<file path="src/rtl/seg_scan_if.sv">
`default_nettype none
// ============================================================================
//  Module   : seg_scan_if
//  Purpose  : Bundle of signals between the display decoder / board pins and
//             seg_scan_driver.
//  Signals  : en          - 1 = scan, 0 = all digits off, scanner parked
//             display0..5 - per-digit patterns, active-low segs, [7] = DP
//             seg         - shared segment bus, active-low (8'hFF = all off)
//             an          - digit enables, active-low, one-hot-low when lit
//             frame_done  - one-cycle pulse after digit 5 dwell completes
//  Modports : master - drives en/display*, observes seg/an/frame_done
//             slave  - the scan driver itself
//  Revision : 1.0  initial release
// ============================================================================
interface seg_scan_if;
    logic       en;
    logic [7:0] display0;
    logic [7:0] display1;
    logic [7:0] display2;
    logic [7:0] display3;
    logic [7:0] display4;
    logic [7:0] display5;
    logic [7:0] seg;
    logic [5:0] an;
    logic       frame_done;

    modport master (
        output en, display0, display1, display2, display3, display4, display5,
        input  seg, an, frame_done
    );

    modport slave (
        input  en, display0, display1, display2, display3, display4, display5,
        output seg, an, frame_done
    );
endinterface
`default_nettype wire

</file>
<file path="src/rtl/seg_scan_driver.sv">
`default_nettype none
// ============================================================================
//  Module   : seg_scan_driver
//  Purpose  : Time-multiplexes six 7-segment digit patterns onto one shared
//             8-bit segment bus plus six active-low digit enables. All six
//             patterns are snapshotted once per frame (no tearing) and an
//             all-off blanking gap precedes every digit (no ghosting).
//  Params   : DWELL_CYCLES - clocks each digit is lit (>= 1)
//             BLANK_CYCLES - clocks all digits are off before each digit
//                            (0 = no gap)
//  Ports    : clk   - system clock
//             rst_n - asynchronous active-low reset
//             bus   - seg_scan_if.slave (en, display0..5 in;
//                     seg, an, frame_done out)
//  Options  : LEADING_ZERO_BLANK_EN - when defined, leading "0" digits
//             (pattern 8'hC0, scanning from digit 5 down, digit 0 exempt)
//             are blanked at snapshot time; they keep their time slot.
//  Revision : 1.0  initial release
// ============================================================================
module seg_scan_driver #(
    parameter int DWELL_CYCLES = 50000,
    parameter int BLANK_CYCLES = 500
) (
    input  wire logic  clk,
    input  wire logic  rst_n,
    seg_scan_if.slave  bus
);

    // Counter wide enough for the longer of the two phases.
    localparam int c_max_phase = (DWELL_CYCLES > BLANK_CYCLES) ?
                                 ((DWELL_CYCLES > 2) ? DWELL_CYCLES : 2) :
                                 ((BLANK_CYCLES > 2) ? BLANK_CYCLES : 2);
    localparam int c_cw = $clog2(c_max_phase);

    typedef logic [c_cw-1:0] cnt_t;

    localparam cnt_t c_dwell_last = cnt_t'(DWELL_CYCLES - 1);
    localparam cnt_t c_blank_last = cnt_t'((BLANK_CYCLES > 0) ? BLANK_CYCLES - 1 : 0);
    localparam logic c_skip_blank = (BLANK_CYCLES == 0);
    localparam logic [2:0] c_last_idx = 3'd5;
    localparam logic [7:0] c_seg_off  = 8'hFF;
    localparam logic [5:0] c_an_off   = 6'b111111;

    typedef enum logic [1:0] {
        S_IDLE  = 2'd0,
        S_BLANK = 2'd1,
        S_ON    = 2'd2
    } state_t;

    state_t           r_state;
    logic [2:0]       r_idx;
    cnt_t             r_cnt;
    logic             r_first;     // set by reset: first edge must snapshot
    logic [5:0][7:0]  r_snap;
    logic [7:0]       r_seg;
    logic [5:0]       r_an;
    logic             r_frame_done;

    state_t           w_state;
    logic [2:0]       w_idx;
    cnt_t             w_cnt;
    logic             w_load;
    logic             w_frame_done;
    logic [5:0][7:0]  w_capture;
    logic [5:0][7:0]  w_snap;
    logic [7:0]       w_seg;
    logic [5:0]       w_an;

    // ------------------------------------------------------------------
    // Patterns as they will be stored at a snapshot edge.
    // ------------------------------------------------------------------
`ifdef LEADING_ZERO_BLANK_EN
    logic w_lead;
`endif

    always_comb begin
        w_capture = {bus.display5, bus.display4, bus.display3,
                     bus.display2, bus.display1, bus.display0};
`ifdef LEADING_ZERO_BLANK_EN
        // Walk down from the most significant digit while it shows "0";
        // digit 0 is excluded so a value of zero still displays.
        w_lead = 1'b1;
        for (int i = 5; i >= 1; i--) begin
            if (w_lead && (w_capture[i] == 8'b1100_0000)) begin
                w_capture[i] = c_seg_off;
            end else begin
                w_lead = 1'b0;
            end
        end
`endif
    end

    // ------------------------------------------------------------------
    // Next-state logic. en low wins over any phase end or wrap.
    // ------------------------------------------------------------------
    always_comb begin
        w_state      = r_state;
        w_idx        = r_idx;
        w_cnt        = r_cnt;
        w_load       = 1'b0;
        w_frame_done = 1'b0;

        if (!bus.en) begin
            w_state = S_IDLE;
            w_idx   = 3'd0;
            w_cnt   = '0;
        end else if (r_first || (r_state == S_IDLE)) begin
            // Start of a frame from reset or parked: fresh snapshot, digit 0.
            w_load  = 1'b1;
            w_idx   = 3'd0;
            w_cnt   = '0;
            w_state = c_skip_blank ? S_ON : S_BLANK;
        end else begin
            case (r_state)
                S_BLANK: begin
                    if (r_cnt == c_blank_last) begin
                        w_state = S_ON;
                        w_cnt   = '0;
                    end else begin
                        w_cnt = r_cnt + cnt_t'(1);
                    end
                end
                S_ON: begin
                    if (r_cnt == c_dwell_last) begin
                        w_cnt   = '0;
                        w_state = c_skip_blank ? S_ON : S_BLANK;
                        if (r_idx == c_last_idx) begin
                            w_idx        = 3'd0;
                            w_frame_done = 1'b1;
                            w_load       = 1'b1;
                        end else begin
                            w_idx = r_idx + 3'd1;
                        end
                    end else begin
                        w_cnt = r_cnt + cnt_t'(1);
                    end
                end
                default: begin
                    w_state = S_IDLE;
                    w_idx   = 3'd0;
                    w_cnt   = '0;
                end
            endcase
        end
    end

    // Outputs are derived from the next state so that seg and an always
    // refer to the same digit in the same cycle.
    always_comb begin
        w_snap = w_load ? w_capture : r_snap;
        w_seg  = c_seg_off;
        w_an   = c_an_off;
        if (w_state == S_ON) begin
            w_seg        = w_snap[w_idx];
            w_an[w_idx]  = 1'b0;
        end
    end

    always_ff @(posedge clk or negedge rst_n) begin
        if (!rst_n) begin
            r_state      <= S_BLANK;
            r_idx        <= 3'd0;
            r_cnt        <= '0;
            r_first      <= 1'b1;
            r_snap       <= {6{c_seg_off}};
            r_seg        <= c_seg_off;
            r_an         <= c_an_off;
            r_frame_done <= 1'b0;
        end else begin
            r_state      <= w_state;
            r_idx        <= w_idx;
            r_cnt        <= w_cnt;
            r_first      <= 1'b0;
            r_snap       <= w_snap;
            r_seg        <= w_seg;
            r_an         <= w_an;
            r_frame_done <= w_frame_done;
        end
    end

    assign bus.seg        = r_seg;
    assign bus.an         = r_an;
    assign bus.frame_done = r_frame_done;

endmodule
`default_nettype wire
</file>
<file path="src/flat_wrapper.sv">
// flat-port wrapper written by rule: the top's interface ports become plain ports
module seg_scan_driver_flat 
#(
    parameter int DWELL_CYCLES = 50000,
    parameter int BLANK_CYCLES = 500
)
  (clk, rst_n, bus_en, bus_display0, bus_display1, bus_display2, bus_display3, bus_display4, bus_display5, bus_seg, bus_an, bus_frame_done);
  seg_scan_if bus_i ();
  input  wire logic clk;
  input  wire logic rst_n;
  input wire logic [$bits(bus_i.en)-1:0] bus_en;
  input wire logic [$bits(bus_i.display0)-1:0] bus_display0;
  input wire logic [$bits(bus_i.display1)-1:0] bus_display1;
  input wire logic [$bits(bus_i.display2)-1:0] bus_display2;
  input wire logic [$bits(bus_i.display3)-1:0] bus_display3;
  input wire logic [$bits(bus_i.display4)-1:0] bus_display4;
  input wire logic [$bits(bus_i.display5)-1:0] bus_display5;
  output wire logic [$bits(bus_i.seg)-1:0] bus_seg;
  output wire logic [$bits(bus_i.an)-1:0] bus_an;
  output wire logic [$bits(bus_i.frame_done)-1:0] bus_frame_done;
  assign bus_i.en = bus_en;
  assign bus_i.display0 = bus_display0;
  assign bus_i.display1 = bus_display1;
  assign bus_i.display2 = bus_display2;
  assign bus_i.display3 = bus_display3;
  assign bus_i.display4 = bus_display4;
  assign bus_i.display5 = bus_display5;
  assign bus_seg = bus_i.seg;
  assign bus_an = bus_i.an;
  assign bus_frame_done = bus_i.frame_done;
  seg_scan_driver #(.DWELL_CYCLES(DWELL_CYCLES), .BLANK_CYCLES(BLANK_CYCLES)) u_core (.clk(clk), .rst_n(rst_n), .bus(bus_i));
endmodule
</file>
<file path="config.mk">
export PLATFORM = sky130hd
export DESIGN_NAME = seg_scan_driver_flat
export DESIGN_NICKNAME = d
export VERILOG_FILES = /design/src/rtl/seg_scan_if.sv /design/src/rtl/seg_scan_driver.sv /design/src/flat_wrapper.sv
export SDC_FILE = /design/constraint.sdc
export NUM_CORES = 1
export LEC_CHECK = 0
export CAP_MARGIN = 10
export CORE_MARGIN = 2
export CORE_UTILIZATION = 35
export DETAILED_ROUTE_END_ITERATION = 8
export GPL_TIMING_DRIVEN = 0
export SLEW_MARGIN = 20
export SYNTH_ARGS = -nofsm -noshare
export SYNTH_HDL_FRONTEND = slang
export SYNTH_SLANG_ARGS = --single-unit
export TNS_END_PERCENT = 10
</file>
<file path="constraint.sdc">
create_clock -name clk -period 3.48 [get_ports clk]
set_clock_uncertainty 0.15 [all_clocks]
set_input_delay 0.696 -clock clk [delete_from_list [all_inputs] [get_ports clk]]
set_output_delay 0.696 -clock clk [all_outputs]
set_load 0.02 [all_outputs]
</file>
==> run_results.csv <==
group,metric,value,unit
clock_network,cts_tree,"built",
drt,dr.pass1.iters,6,
setup_path,critPathArrivalTime,3.44,ns
setup_path,critPathKind,"reg2reg",
final_layout,area_growth,21.1,%
min_path,hp-class,"in2async",
floorplanning,core_area,16000,sq um
sta,hold_viol_final,0,
synth,yosysWarningCount,0,
global_route,grt_pass1_wl,31.7,mm
synth,ys_seq_elements,85,
setup_path,worstPathCellList,"inv_1 -> ha_1 -> buf_2 -> nand4b_1 -> clkbuf_1 -> clkbuf_1 -> nor2_1 -> a211oi_1 -> nand2_1 -> nand4b_1 -> nand4_1",
final_layout,fillers,1598,
job,drv_cap,0,
drt,drt-total-wl,19.5,mm
setup_path,crit_buf_inv,4,
synth,yosysSeqAreaShare,0.383,
power,p_per_area,376,nW/um^2
sta,fin_crit,3.35,ns
placement,place_congestion,0.902,
clock_network,cts-root-buf,"clkbuf_16",
synth,synth_top_area_frac,0.292,
floorplanning,die_x,132,um
floorplanning,design.die.area,17500,sq um
synth,synthCells,670,
drt,via_count,5790,
synth,yosys-top-cells-area,"dfstp_2 (29%), dfrtp_1 (9.1%), o221ai_1 (6.1%)",
power,vdd_ir_drop_max,236,uV
setup_path,crit_path_start_kind,"register",
synth,syn_nets,725,
clock_network,cts_num_sinks,85,
setup_path,path_max_fanout,10,
placement,portBuffers,64,
placement,hpwl,13.7,mm
final_layout,drive_above_1_share,0.194,
power,total_power,2.62,mW
synth,netlist_area,5760,sq um
floorplanning,chipHeight,132,um
final_layout,finalNetCount,801,
synth,synth.most_common_cell,"nand2_1",
sta,relSlewSlack,0.429,
drt,wire_per_inst,20.2,um
global_route,antenna_found_initial,0,
setup_path,end_kind,"register",
setup_path,crit_slowest_cell,"dfstp_2",
floorplanning,start_util,0.360,
global_route,grt_max_degree,47,
synth,ys_types,47,
global_route,grt_pass1_vias,5852,
sta,slew_violations,0,
clock_network,cts.htree.levels,3,
global_route,grt_overflow,0,
synth,synth_largest_area_cell,"dfstp_2",
sta,fin_crit_sh,0.963,
sta,setup_viol,0,
sta,tightest_slew,0.845,ns
synth,ys_dominant_reg_cell,"dfstp_2",
sta,rsz0062_at_grt,"false",
synth,synthArstFlopShare,1.00,
drt,drc,0,
synth,synthTopCellsByCount,"nand2_1 (83), nor2_1 (67), dfstp_2 (64), clkbuf_1 (50)",
clock_network,clkSlewWorstSetupHoldPaths,0.07,ns
synth,avgSynthCellArea,8.60,sq um
clock_network,clk_path_buf_depth,2,
power,leakagePower,2.59,nW
sta,fmax,0.298,GHz
outcome,status,"finished, final reports clean",
drt,drtAntennaViolNets,0,
clock_network,cts_buffers,9,
global_route,track_usage,0.226,
final_layout,final_util,0.436,
drt,vias_per_cell,5.99,
synth,synth_edf_count,0,
setup_path,required,3.57,ns
floorplanning,rows,46,
clock_network,clock_latency,0.35,ns
setup_path,cpPeakStageDelay,0.55,ns
setup_path,crit_family,"buffers and inverters",
final_layout,diodes,0,
drt,dr.first_iter.drc_count,670,
floorplanning,pin_count,66,
-- through the flow --
stage	worst slack (ns)	hold slack (ns)	area [sq um]	TNS (ns)	instances
after CTS	0.152	0.193	6980	0	967
final	0.130	0.171	6980	0	967
after global routing	0.0105	0.214	6980	0	967
after detailed placement	-0.0506	0.309	6700	-0.0712	951
after floorplan	1.01	0.250	5760	0	670
after global placement	-1.55	0.311	6680	-66.29	950
-- logic make-up (layout without fill, tap and decap cells) --
logic type               after synthesis  count (layout)  share of synthesized area
AND/OR/NAND/NOR                      316             316                      0.295
AO/OA/AOI/OAI                        160             160                      0.228
buffers and inverters                 90             171                     0.0636
flip-flops                            85              85                      0.383
XOR/XNOR                              14              14                     0.0213
adder cells (fa/ha/maj)                4               4                    0.00868
other                                  1               1                   0.000651
-- layout by cell type (no fill, tap or decap), drive strengths merged, types with 2 or more instances in the layout --
cell            n
nand4b          8
o21ai           4
nor3           19
a211oi          8
nor2           67
o311ai          8
and4b           2
or3             9
and3            5
o22ai           8
buf            20
xnor2           4
clkinvlp        3
a211o          25
o221ai         40
inv            21
and4            4
a21oi          13
or2            17
dfrtp          21
nand3          12
clkbuf         62
clkdlybuf4s50  63
ha              4
o211ai          8
dfstp          64
nand4          13
clkinv          2
xor2           10
nor4            2
o2111ai         9
or3b           31
o21a            2
a41oi          32
nand2b         40
nor4b           2
nand2          83
-- final cells by class --
class	count	area (sq um)	share of cell area
Multi-Input combinational cell	495	3190	0.457
Buffer	69	290	0.0416
Inverter	21	78.8	0.0113
Clock inverter	5	36.3	0.00520
Clock buffer	11	243	0.0348
Tap cell	216	270	0.0387
Timing Repair Buffer	65	666	0.0953
Sequential cell	85	2210	0.316
-- layer usage --
layer,part of all wire,GRT usage
met5,0,0
met2,0.46,0.347
met4,0.031,0.0872
met1,0.44,0.316
met3,0.068,0.0396
-- what timing repair did --
action | in CTS | in global routing
hold buffers | 0 | 0
setup buffers | 0 | 0
gates resized for setup | 1 | 2
setup endpoints to repair | 4 | 7
-- report_power, final --
part / switching (mW) / total (mW) / leakage [nW] / internal, mW
clock network: 0.418 / 0.921 / 0.128 / 0.504
registers: 0.0442 / 1.20 / 0.967 / 1.15
logic: 0.272 / 0.506 / 1.50 / 0.233
-- final timing paths --
path	startpoint	end	slack, ns	cells past startpoint
setup reg to reg	u_core.r_state[0]$_DFF_PN1_	u_core.bus.seg[7]$_DFF_PN1_	0.13	11
setup / recovery	u_core.r_state[0]$_DFF_PN1_	u_core.bus.seg[7]$_DFF_PN1_	0.13	11
hold reg to reg	u_core.r_cnt[0]$_DFF_PN0_	u_core.r_cnt[0]$_DFF_PN0_	0.31	1
min in group clk	u_core.r_cnt[0]$_DFF_PN0_	u_core.r_cnt[0]$_DFF_PN0_	0.31	1
max in group asynchronous	rst_n	u_core.r_snap[14]$_DFF_PN1_	2.31	2
hold / removal	rst_n	u_core.r_cnt[11]$_DFF_PN0_	0.17	1
-- registers in the layout, indices dropped and copies added, names as in the netlist --
register	count
u_core.r_snap	48
u_core.bus.an	6
u_core.bus.seg	8
u_core.r_state	2
u_core.bus.frame_done	1
u_core.r_first	1
u_core.r_idx	3
u_core.r_cnt	16
(Power assumes the default switching activity.)
